<file path="config.mk">
export PLATFORM = sky130hd
export DESIGN_NAME = uart_tx_fifo
export DESIGN_NICKNAME = d
export VERILOG_FILES = /design/src/rtl/uart_tx_fifo.sv
export SDC_FILE = /design/constraint.sdc
export NUM_CORES = 1
export LEC_CHECK = 0
export BUFFER_PORTS_ARGS = -buffer_cell sky130_fd_sc_hd__buf_4
export CAP_MARGIN = 25
export CORE_MARGIN = 2
export CORE_UTILIZATION = 40
export DETAILED_ROUTE_END_ITERATION = 10
export PLACE_DENSITY = 0.57
export REMOVE_ABC_BUFFERS = 1
export SLEW_MARGIN = 10
export SYNTH_ARGS = -nofsm -noshare
export SYNTH_HDL_FRONTEND = slang
export SYNTH_SLANG_ARGS = --single-unit
</file>
<file path="constraint.sdc">
create_clock -name clk -period 3.6 [get_ports clk]
set_input_delay 1.08 -clock clk [delete_from_list [all_inputs] [get_ports clk]]
set_output_delay 1.08 -clock clk [all_outputs]
set_load 0.05 [all_outputs]
</file>
<file path="src/rtl/uart_tx_fifo.sv">
// Buffered UART transmitter: byte FIFO feeding a start/data/stop serialiser.
// Define UART_TX_PARITY_EN to insert an even-parity bit after bit 7.
module uart_tx_fifo #(
  parameter int CLK_HZ     = 24000000,
  parameter int BAUD       = 115200,
  parameter int DEPTH_LOG2 = 4,
  parameter int STOP_BITS  = 1
) (
  input  logic                  clk,
  input  logic                  reset_n,
  input  logic                  wr,
  input  logic [7:0]            wdata,
  output logic                  full,
  output logic                  empty,
  output logic [DEPTH_LOG2:0]   level,
  output logic                  overflow,
  output logic                  busy,
  output logic                  uart_txd
);

  localparam int DIV = (CLK_HZ + BAUD / 2) / BAUD;
  localparam int CW  = $clog2(STOP_BITS * DIV);

  typedef logic [CW-1:0]         cnt_t;
  typedef logic [DEPTH_LOG2-1:0] ptr_t;
  typedef logic [DEPTH_LOG2:0]   lvl_t;

  localparam cnt_t BIT_END  = cnt_t'(DIV - 1);
  localparam cnt_t STOP_END = cnt_t'(STOP_BITS * DIV - 1);
  localparam lvl_t LVL_FULL = lvl_t'(2 ** DEPTH_LOG2);

  typedef enum logic [2:0] {
    S_IDLE   = 3'd0,
    S_START  = 3'd1,
    S_DATA   = 3'd2,
`ifdef UART_TX_PARITY_EN
    S_PARITY = 3'd3,
`endif
    S_STOP   = 3'd4
  } state_t;

  logic [7:0] mem_q [2**DEPTH_LOG2];

  state_t     state_q, state_d;
  cnt_t       cnt_q, cnt_d;
  logic [2:0] bit_q, bit_d;
  logic [7:0] shift_q, shift_d;
  logic       txd_q, txd_d;
  ptr_t       wptr_q, wptr_d;
  ptr_t       rptr_q, rptr_d;
  lvl_t       count_q, count_d;
  logic       full_q, full_d;
  logic       empty_q, empty_d;
  logic       ovf_q, ovf_d;
  logic       push, pop;
`ifdef UART_TX_PARITY_EN
  logic       par_q, par_d;
`endif

  // A full FIFO drops the push even when a pop frees a slot this cycle.
  assign push = wr & ~full_q;

  always_comb begin
    state_d = state_q;
    cnt_d   = cnt_q + cnt_t'(1);
    bit_d   = bit_q;
    shift_d = shift_q;
    pop     = 1'b0;
`ifdef UART_TX_PARITY_EN
    par_d   = par_q;
`endif
    case (state_q)
      S_IDLE: begin
        cnt_d = '0;
        if (!empty_q) begin
          pop     = 1'b1;
          state_d = S_START;
        end
      end
      S_START: begin
        if (cnt_q == BIT_END) begin
          cnt_d   = '0;
          bit_d   = '0;
          state_d = S_DATA;
        end
      end
      S_DATA: begin
        if (cnt_q == BIT_END) begin
          cnt_d   = '0;
          shift_d = shift_q >> 1;
          bit_d   = bit_q + 3'd1;
          if (bit_q == 3'd7) begin
`ifdef UART_TX_PARITY_EN
            state_d = S_PARITY;
`else
            state_d = S_STOP;
`endif
          end
        end
      end
`ifdef UART_TX_PARITY_EN
      S_PARITY: begin
        if (cnt_q == BIT_END) begin
          cnt_d   = '0;
          state_d = S_STOP;
        end
      end
`endif
      S_STOP: begin
        if (cnt_q == STOP_END) begin
          cnt_d = '0;
          if (!empty_q) begin
            pop     = 1'b1;
            state_d = S_START;
          end else begin
            state_d = S_IDLE;
          end
        end
      end
      default: begin
        cnt_d   = '0;
        state_d = S_IDLE;
      end
    endcase
    if (pop) begin
      shift_d = mem_q[rptr_q];
`ifdef UART_TX_PARITY_EN
      par_d   = ^mem_q[rptr_q];
`endif
    end
    // Line level follows the next state so it lines up with the state flop.
    case (state_d)
      S_START:  txd_d = 1'b0;
      S_DATA:   txd_d = shift_d[0];
`ifdef UART_TX_PARITY_EN
      S_PARITY: txd_d = par_d;
`endif
      default:  txd_d = 1'b1;
    endcase
  end

  always_comb begin
    wptr_d = push ? wptr_q + ptr_t'(1) : wptr_q;
    rptr_d = pop  ? rptr_q + ptr_t'(1) : rptr_q;
    case ({push, pop})
      2'b10:   count_d = count_q + lvl_t'(1);
      2'b01:   count_d = count_q - lvl_t'(1);
      default: count_d = count_q;
    endcase
    full_d  = (count_d == LVL_FULL);
    empty_d = (count_d == '0);
    ovf_d   = ovf_q | (wr & full_q);
  end

  always_ff @(posedge clk) begin
    if (push) mem_q[wptr_q] <= wdata;
  end

  always_ff @(posedge clk or negedge reset_n) begin
    if (!reset_n) begin
      state_q <= S_IDLE;
      cnt_q   <= '0;
      bit_q   <= '0;
      shift_q <= '0;
      txd_q   <= 1'b1;
      wptr_q  <= '0;
      rptr_q  <= '0;
      count_q <= '0;
      full_q  <= 1'b0;
      empty_q <= 1'b1;
      ovf_q   <= 1'b0;
`ifdef UART_TX_PARITY_EN
      par_q   <= 1'b0;
`endif
    end else begin
      state_q <= state_d;
      cnt_q   <= cnt_d;
      bit_q   <= bit_d;
      shift_q <= shift_d;
      txd_q   <= txd_d;
      wptr_q  <= wptr_d;
      rptr_q  <= rptr_d;
      count_q <= count_d;
      full_q  <= full_d;
      empty_q <= empty_d;
      ovf_q   <= ovf_d;
`ifdef UART_TX_PARITY_EN
      par_q   <= par_d;
`endif
    end
  end

  assign full     = full_q;
  assign empty    = empty_q;
  assign level    = count_q;
  assign overflow = ovf_q;
  assign busy     = (state_q != S_IDLE);
  assign uart_txd = txd_q;

endmodule

</file>
## Yosys cells after proc, flatten, opt, wreduce, memory -nomap -nowiden

Memories as Yosys holds them, arrays and structs flattened.
Index checks and enable logic that the tools add are counted.

| word-level totals | value |
|---|---|
| memory bits (writable) | 128 |
| memories | 1 |
| output and inout port bits | 10 |
| flip-flop bits (word level) | 39 |

| cells by class | value |
|---|---|
| $add $sub $neg | 6 |
| muxes and demuxes | 22 |
| eq/ne operators | 12 |
| bitwise operators | 4 |
| reductions and logical operators | 9 |

Memories:

| memory | words | width | rd ports | clocked after Yosys merged registers in | write ports | line | source |
|---|---|---|---|---|---|---|---|
| mem_q | 16 | 8 | 1 | 0 | 1 | 42 | `logic [7:0] mem_q [2**DEPTH_LOG2];` |

Operators with widths:

| cell | count |
|---|---|
| 2-to-1 mux 8 bit | 5 |
| 2-to-1 mux 3 bit | 7 |
| one-hot mux 3 bit (4 select lines) | 1 |
| one-hot mux 5 bit (2 select lines) | 1 |
| adder 4 x 1 -> 4 bit, second input constant | 2 |
| adder 8 x 1 -> 8 bit, second input constant | 1 |
| equality test 8 bit, second input constant | 1 |
| equality test 3 x 1 -> 1 bit, second input constant | 2 |
| equality test 3 x 2 -> 1 bit, second input constant | 2 |
| equality test 3 bit, second input constant | 2 |
| one-hot mux 3 bit (2 select lines) | 1 |
| nonzero test 2 bit | 3 |
| adder 5 x 1 -> 5 bit, second input constant | 1 |
| equality test 5 bit, second input constant | 1 |
| zero test 5 bit | 1 |
| 2-to-1 mux 1 bit | 5 |
| subtractor 5 x 1 -> 5 bit, second input constant | 1 |
| != test 2 bit, second input constant | 2 |
| one-hot mux 1 bit (2 select lines) | 2 |
| adder 3 x 1 -> 3 bit, second input constant | 1 |
| zero test 3 bit | 1 |
| AND reduction 3 bit | 1 |
| nonzero test 3 bit | 1 |
| OR reduction 3 bit | 1 |
| other kinds (6) | 7 |

## Logic depth before layout (Yosys ltp)

| logic depth | value |
|---|---|
| depth in word-level cells | 6 |
| gate-level depth with buffers | 13 |
| gate-level depth less buffers | 12 |

## Worst setup path before layout

Ideal clock, no wire load.

| path | value |
|---|---|
| path type | input port to flip-flop |
| from | in wr |
| to | reg full_q (netlist: full) |
| required time | 3.505 ns |
| buffers on the path | 2 |
| cell stages on the path | 9 |
| slack | 0.380 ns |
| arrival | 3.125 ns |
| cell sequence | nor2b_1 clkbuf_1 inv_1 ha_1 clkbuf_1 or3_1 o21ai_0 xor2_1 nor4b_2 |

| on the way | value |
|---|---|
| longest elaborated chain between the ends | 4 |
| elaborated cells between the ends (all ways) | 5 |
| classes of those cells | eq/ne: 3; mux: 1; bitwise: 1 |

RTL lines:

| element | line | source |
|---|---|---|
| start: declaration | 11 | `input logic wr,` |
| bitwise AND 1 bit (*) | 61 | `assign push = wr & ~full_q;` |
| equality test 2 x 1 -> 1 bit or equality test 2 bit (tied branches) | 145 | `case ({push, pop})` |
| one-hot mux 5 bit (2 select lines) (*) | 145 |  |
| via count_d[4] | 51 | `lvl_t count_q, count_d;` |
| equality test 5 bit (*) | 150 | `full_d = (count_d == LVL_FULL);` |
| via full_d | 52 | `logic full_q, full_d;` |
| end signal: assignment | 184 | `full_q <= full_d;` |
| end: declaration | 52 |  |

The timed path passes the listed nets; every way through them passes the cells marked *.
A chain may end at the register's enable or synchronous reset.

## Worst setup path after layout

| path | value |
|---|---|
| from | reg state_q[1] |
| to | reg full_q (netlist: full) |

| on the way | value |
|---|---|
| longest elaborated chain between the ends | 5 |
| elaborated cells between the ends (all ways) | 7 |
| classes of those cells | eq/ne: 4; mux: 2; reduce/logical: 1 |

RTL lines:

| element | line | source |
|---|---|---|
| start: declaration | 44 | `state_t state_q, state_d;` |
| start signal: assignment | 176 | `state_q <= state_d;` |
| equality test 3 bit or zero test 3 bit (tied branches) | 72 | `case (state_q)` |
| one-hot mux 1 bit (2 select lines) (*) | 72 |  |
| equality test 2 x 1 -> 1 bit or equality test 2 bit (tied branches) | 145 |  |
| one-hot mux 5 bit (2 select lines) (*) | 145 |  |
| equality test 5 bit (*) | 150 |  |
| via full_d | 52 |  |

Marks and branches as above.

==> impl_metrics.prom <==
# TYPE chip_impl_metric gauge
chip_impl_metric{name="post_cts_buffers",unit=""} 0
chip_impl_metric{name="synth_cell_types",unit=""} 55
chip_impl_metric{name="num_antenna_cells",unit=""} 0
chip_impl_metric{name="fmaxAchievable",unit="MHz"} 336.6
chip_impl_info{name="worstSetupEndpointType",value="flip-flop"} 1
chip_impl_metric{name="final.period_utilization",unit="%"} 82.53
chip_impl_metric{name="critical_path.max_stage_delay",unit="ns"} 0.54
chip_impl_metric{name="top_level_ports",unit=""} 21
chip_impl_metric{name="worst_hold_path.num_cells",unit=""} 1
chip_impl_metric{name="grt-ovfl-total",unit=""} 0
chip_impl_info{name="critPathKind",value="flip-flop to flip-flop"} 1
chip_impl_metric{name="drv_slew",unit=""} 0
chip_impl_metric{name="post-route-min-period",unit="ns"} 2.971
chip_impl_metric{name="max_slew.worst_pin.slew",unit="ns"} 0.9069
chip_impl_metric{name="reg2reg_setup_slack",unit="ns"} 0.63
chip_impl_metric{name="die_w",unit="um"} 136.1
chip_impl_metric{name="fin_worst_skew",unit="ns"} 0.008267
chip_impl_metric{name="core_region_area",unit="um2"} 17180
chip_impl_metric{name="final_antenna_net_count",unit=""} 0
chip_impl_info{name="reg2reg_from",value="state_q[1]$_DFF_PN0_"} 1
chip_impl_metric{name="synthArstFlopShare",unit="%"} 23.35
chip_impl_metric{name="length_in_cells_of_the_worst_reg_to_reg_path",unit=""} 10
chip_impl_info{name="critical-path-slowest-cell",value="sky130_fd_sc_hd__dfrtp_1"} 1
chip_impl_metric{name="drv.max_cap_violation_count",unit=""} 0
chip_impl_metric{name="ctsResizeCount",unit=""} 0
chip_impl_metric{name="initial_core_util",unit="%"} 40.66
chip_impl_metric{name="power.share.clock",unit="%"} 29.9
chip_impl_metric{name="insertion_delay_of_the_later_clocked_pin_in_the_worst_skew_pair",unit="ns"} 0.42
chip_impl_metric{name="cts_inserted_buffers",unit=""} 17
chip_impl_metric{name="power-per-cell-area",unit="nW/um2"} 780.5
chip_impl_metric{name="power_switching_share",unit="%"} 32.18
chip_impl_metric{name="grt_pass1_vias",unit=""} 3679
chip_impl_metric{name="dpl_cell_area",unit="um2"} 7503
chip_impl_metric{name="final_layout_size_suffix_gt1_share",unit="%"} 27.74
chip_impl_metric{name="placement.io_buffers",unit=""} 20
chip_impl_metric{name="wire_length_per_cell",unit="um"} 18.84
chip_impl_metric{name="static-leakage-power",unit="nW"} 2.845
chip_impl_info{name="cts_tree",value="done"} 1
chip_impl_metric{name="synth.ff_latch_count",unit=""} 167
chip_impl_metric{name="slew_headroom",unit="%"} 39.54
chip_impl_metric{name="synth.cell_area",unit="um2"} 6984
chip_impl_metric{name="area_growth",unit="%"} 16.41
chip_impl_info{name="post_synth_main_area_contributors",value="sky130_fd_sc_hd__edfxtp_1 55%, sky130_fd_sc_hd__dfrtp_1 13%, sky130_fd_sc_hd__mux4_2 11%"} 1
chip_impl_metric{name="post-dp-hpwl",unit="mm"} 8.637
chip_impl_metric{name="clkSinkCount",unit=""} 167
chip_impl_metric{name="dp_slack",unit="ns"} 0.3156
chip_impl_metric{name="routed_wl",unit="mm"} 13.00
chip_impl_metric{name="chipHeight",unit="um"} 136.1
chip_impl_metric{name="finalWorstSetupSlack",unit="ns"} 0.6289
chip_impl_metric{name="synthCells",unit=""} 412
chip_impl_metric{name="drc",unit=""} 0
chip_impl_metric{name="clkSlewWorstSetupHoldPaths",unit="ns"} 0.07
chip_impl_metric{name="core.rowCount",unit=""} 48
chip_impl_info{name="hp-class",value="flip-flop to flip-flop"} 1
chip_impl_metric{name="critical_path_required",unit="ns"} 3.93
chip_impl_metric{name="synthesis.area_per_instance",unit="um2"} 16.95
chip_impl_metric{name="critPathBufInv",unit=""} 1
chip_impl_info{name="unrepaired_setup_endpoints_after_global_routing",value="no"} 1
chip_impl_metric{name="drt_iter0_markers",unit=""} 238
chip_impl_metric{name="htreeDepth",unit=""} 4
chip_impl_info{name="dominantRegCellSynth",value="sky130_fd_sc_hd__edfxtp_1"} 1
chip_impl_metric{name="drt_pass1_iterations",unit=""} 5
chip_impl_metric{name="seq_power_share",unit="%"} 42.8
chip_impl_metric{name="num-nets-final",unit=""} 473
chip_impl_metric{name="worstPathMaxFanout",unit=""} 16
chip_impl_metric{name="irDropWorstVdd",unit="V"} 0.0004839
chip_impl_info{name="library_cell_used_as_clock_root_buffer",value="sky130_fd_sc_hd__clkbuf_16"} 1
chip_impl_metric{name="critPathArrivalTime",unit="ns"} 3.30
chip_impl_metric{name="via_per_inst",unit=""} 5.188
chip_impl_metric{name="part_of_the_yosys_area_used_for_sequential_elements",unit="%"} 69.04
chip_impl_metric{name="setup_viol",unit=""} 0
chip_impl_info{name="min_delay_worst_endpoint",value="cnt_q[0]$_DFF_PN0_"} 1
chip_impl_metric{name="number_of_antenna_violations_at_the_first_check_in_global_routing",unit=""} 0
chip_impl_info{name="reg2reg_to",value="full$_DFF_PN0_"} 1
chip_impl_info{name="critical_path.top_delay_family",value="simple AND/OR/NAND/NOR gates"} 1
chip_impl_metric{name="hold_buffers",unit=""} 0
chip_impl_metric{name="total_net_switching_power",unit="W"} 0.002042
chip_impl_metric{name="synthesis.yosys.warnings",unit=""} 0
chip_impl_metric{name="final_standard_cell_area_without_fillers",unit="um2"} 8130
chip_impl_metric{name="design.die.area",unit="um2"} 18530
chip_impl_info{name="run_status",value="finished clean"} 1
chip_impl_metric{name="power_frac_comb",unit="%"} 27.2
chip_impl_info{name="synth_largest_area_cell",value="sky130_fd_sc_hd__edfxtp_1"} 1
chip_impl_metric{name="first_pass_grt_wire_length",unit="mm"} 20.78
chip_impl_metric{name="cellInternalPower",unit="W"} 0.004304
chip_impl_metric{name="setup-tns-final",unit="ns"} 0
chip_impl_metric{name="max-clock-path-buffers",unit=""} 2
chip_impl_metric{name="global_router_s_overall_resource_usage",unit="%"} 15.38
chip_impl_info{name="ordered_list_of_cells_on_the_worst_path",value="or3_4 > nand2b_1 > inv_2 > ha_1 > a21oi_1 > or3_1 > o211ai_2 > mux2i_1 > o21ai_2 > nor4b_2"} 1
chip_impl_metric{name="synth_edf_count",unit=""} 128
chip_impl_metric{name="dr_total_vias",unit=""} 3580
chip_impl_metric{name="place.gp.congestion",unit=""} 0.7456
chip_impl_info{name="worstSetupStartpointType",value="flip-flop"} 1
chip_impl_info{name="hold_path.startpoint",value="cnt_q[0]$_DFF_PN0_"} 1
chip_impl_metric{name="grt_max_degree",unit=""} 40
chip_impl_metric{name="report.final.hold_viol_count",unit=""} 0
chip_impl_metric{name="share_of_the_synthesized_area_in_the_top_cell_type",unit="%"} 55.03
power groups by stage:
stage | clock (W) | combinational (W) | sequential, W
2_1_floorplan | 0 | 0.00101 | 0.00290
3_3_place_gp | 0 | 0.00172 | 0.00275
6_report | 0.00190 | 0.00173 | 0.00272
4_1_cts | 0.00195 | 0.00176 | 0.00272
5_1_grt | 0.00202 | 0.00190 | 0.00277
3_5_place_dp | 0 | 0.00176 | 0.00276
state kept, by name (all words and copies together), names as in the netlist, 3 cells and up:
| signal | cells |
|---|---|
| bit_q | 3 |
| cnt_q | 8 |
| level | 5 |
| mem_q | 128 |
| rptr_q | 4 |
| shift_q | 8 |
| state_q | 3 |
| wptr_q | 4 |
layout make-up:
type                    instances  area (um2)
flip-flops and latches        167        4823
well taps                     225       281.5
fillers                      1503        9046
clock inverters                15       201.4
clock buffers                  17       425.4
inverters                       6       22.52
multi-input cells             215        2026
repair buffers                 45       350.3
Yosys cell counts, drive strengths merged (2+ instances only):
library cell / count
buf: 11
mux4: 35
nand2b: 4
dfrtp: 37
o211ai: 3
nand2: 23
mux2i: 10
a21oi: 4
dfstp: 2
o21ai: 12
or3: 4
nor2: 28
nor3: 6
nand4: 2
nand3: 5
xnor2: 11
nor3b: 2
a221o: 5
xor2: 6
a211oi: 10
a31oi: 5
nor2b: 10
clkbuf: 13
ha: 10
nor4: 2
inv: 6
nand3b: 3
edfxtp: 128
logic make-up (layout without fill, tap and decap cells):
kind of cell | Yosys count | in the layout | synth area share [%]
compound gates | 46 | 46 | 4.712
flops | 167 | 167 | 69.04
buf+inv | 30 | 83 | 1.953
fa+ha+maj | 10 | 10 | 1.791
xor+xnor | 17 | 17 | 2.132
mux | 46 | 46 | 12.88
simple gates | 96 | 96 | 7.488
layer usage:
layer | share of wire [%] | up-vias | track usage [%]
met5 | 0 | - | 0
met4 | 1.0 | 0 | 5.382
met3 | 3.6 | 9 | 4.101
met2 | 49 | 57 | 24.29
met1 | 46 | 1831 | 20.70
li1 | - | 1683 | -
stage by stage:
stage                     total power, W  utilization (%)  cells  hold WS, ns
final                           0.006346            47.33    690       0.4564
after global routing            0.006690            47.33    690       0.4723
after CTS                       0.006430            47.33    690       0.4601
after detailed placement        0.004518            43.68    658       0.4452
after global placement          0.004473            43.68    658       0.4458
after floorplan                 0.003912                -    388       0.4331
layout by cell type, fill, tap and decap left out, drive strengths merged, types with 3 or more instances in the layout:
| master | instances |
|---|---|
| nand3b | 3 |
| xnor2 | 11 |
| nor3 | 6 |
| nor2b | 10 |
| xor2 | 6 |
| ha | 10 |
| edfxtp | 128 |
| mux2i | 10 |
| or3 | 4 |
| o21ai | 12 |
| buf | 45 |
| inv | 15 |
| a21oi | 4 |
| nand2b | 4 |
| clkbuf | 17 |
| a31oi | 5 |
| nor2 | 28 |
| o211ai | 3 |
| mux4 | 35 |
| a211oi | 10 |
| nand3 | 5 |
| a221o | 5 |
| nand2 | 23 |
| dfrtp | 37 |
worst max-delay path by stage:
stage	startpoint	to	slack, ns	cells past startpoint
CTS	state_q[1]$_DFF_PN0_	full$_DFF_PN0_	0.65	10
floorplan	wr	full$_DFF_PN0_	0.30	11
global placement	wr	full$_DFF_PN0_	0.37	12
detailed placement	wr	full$_DFF_PN0_	0.32	12
global route	cnt_q[0]$_DFF_PN0_	full$_DFF_PN0_	0.32	12
finish	state_q[1]$_DFF_PN0_	full$_DFF_PN0_	0.63	10
(Power assumes the default switching activity.)
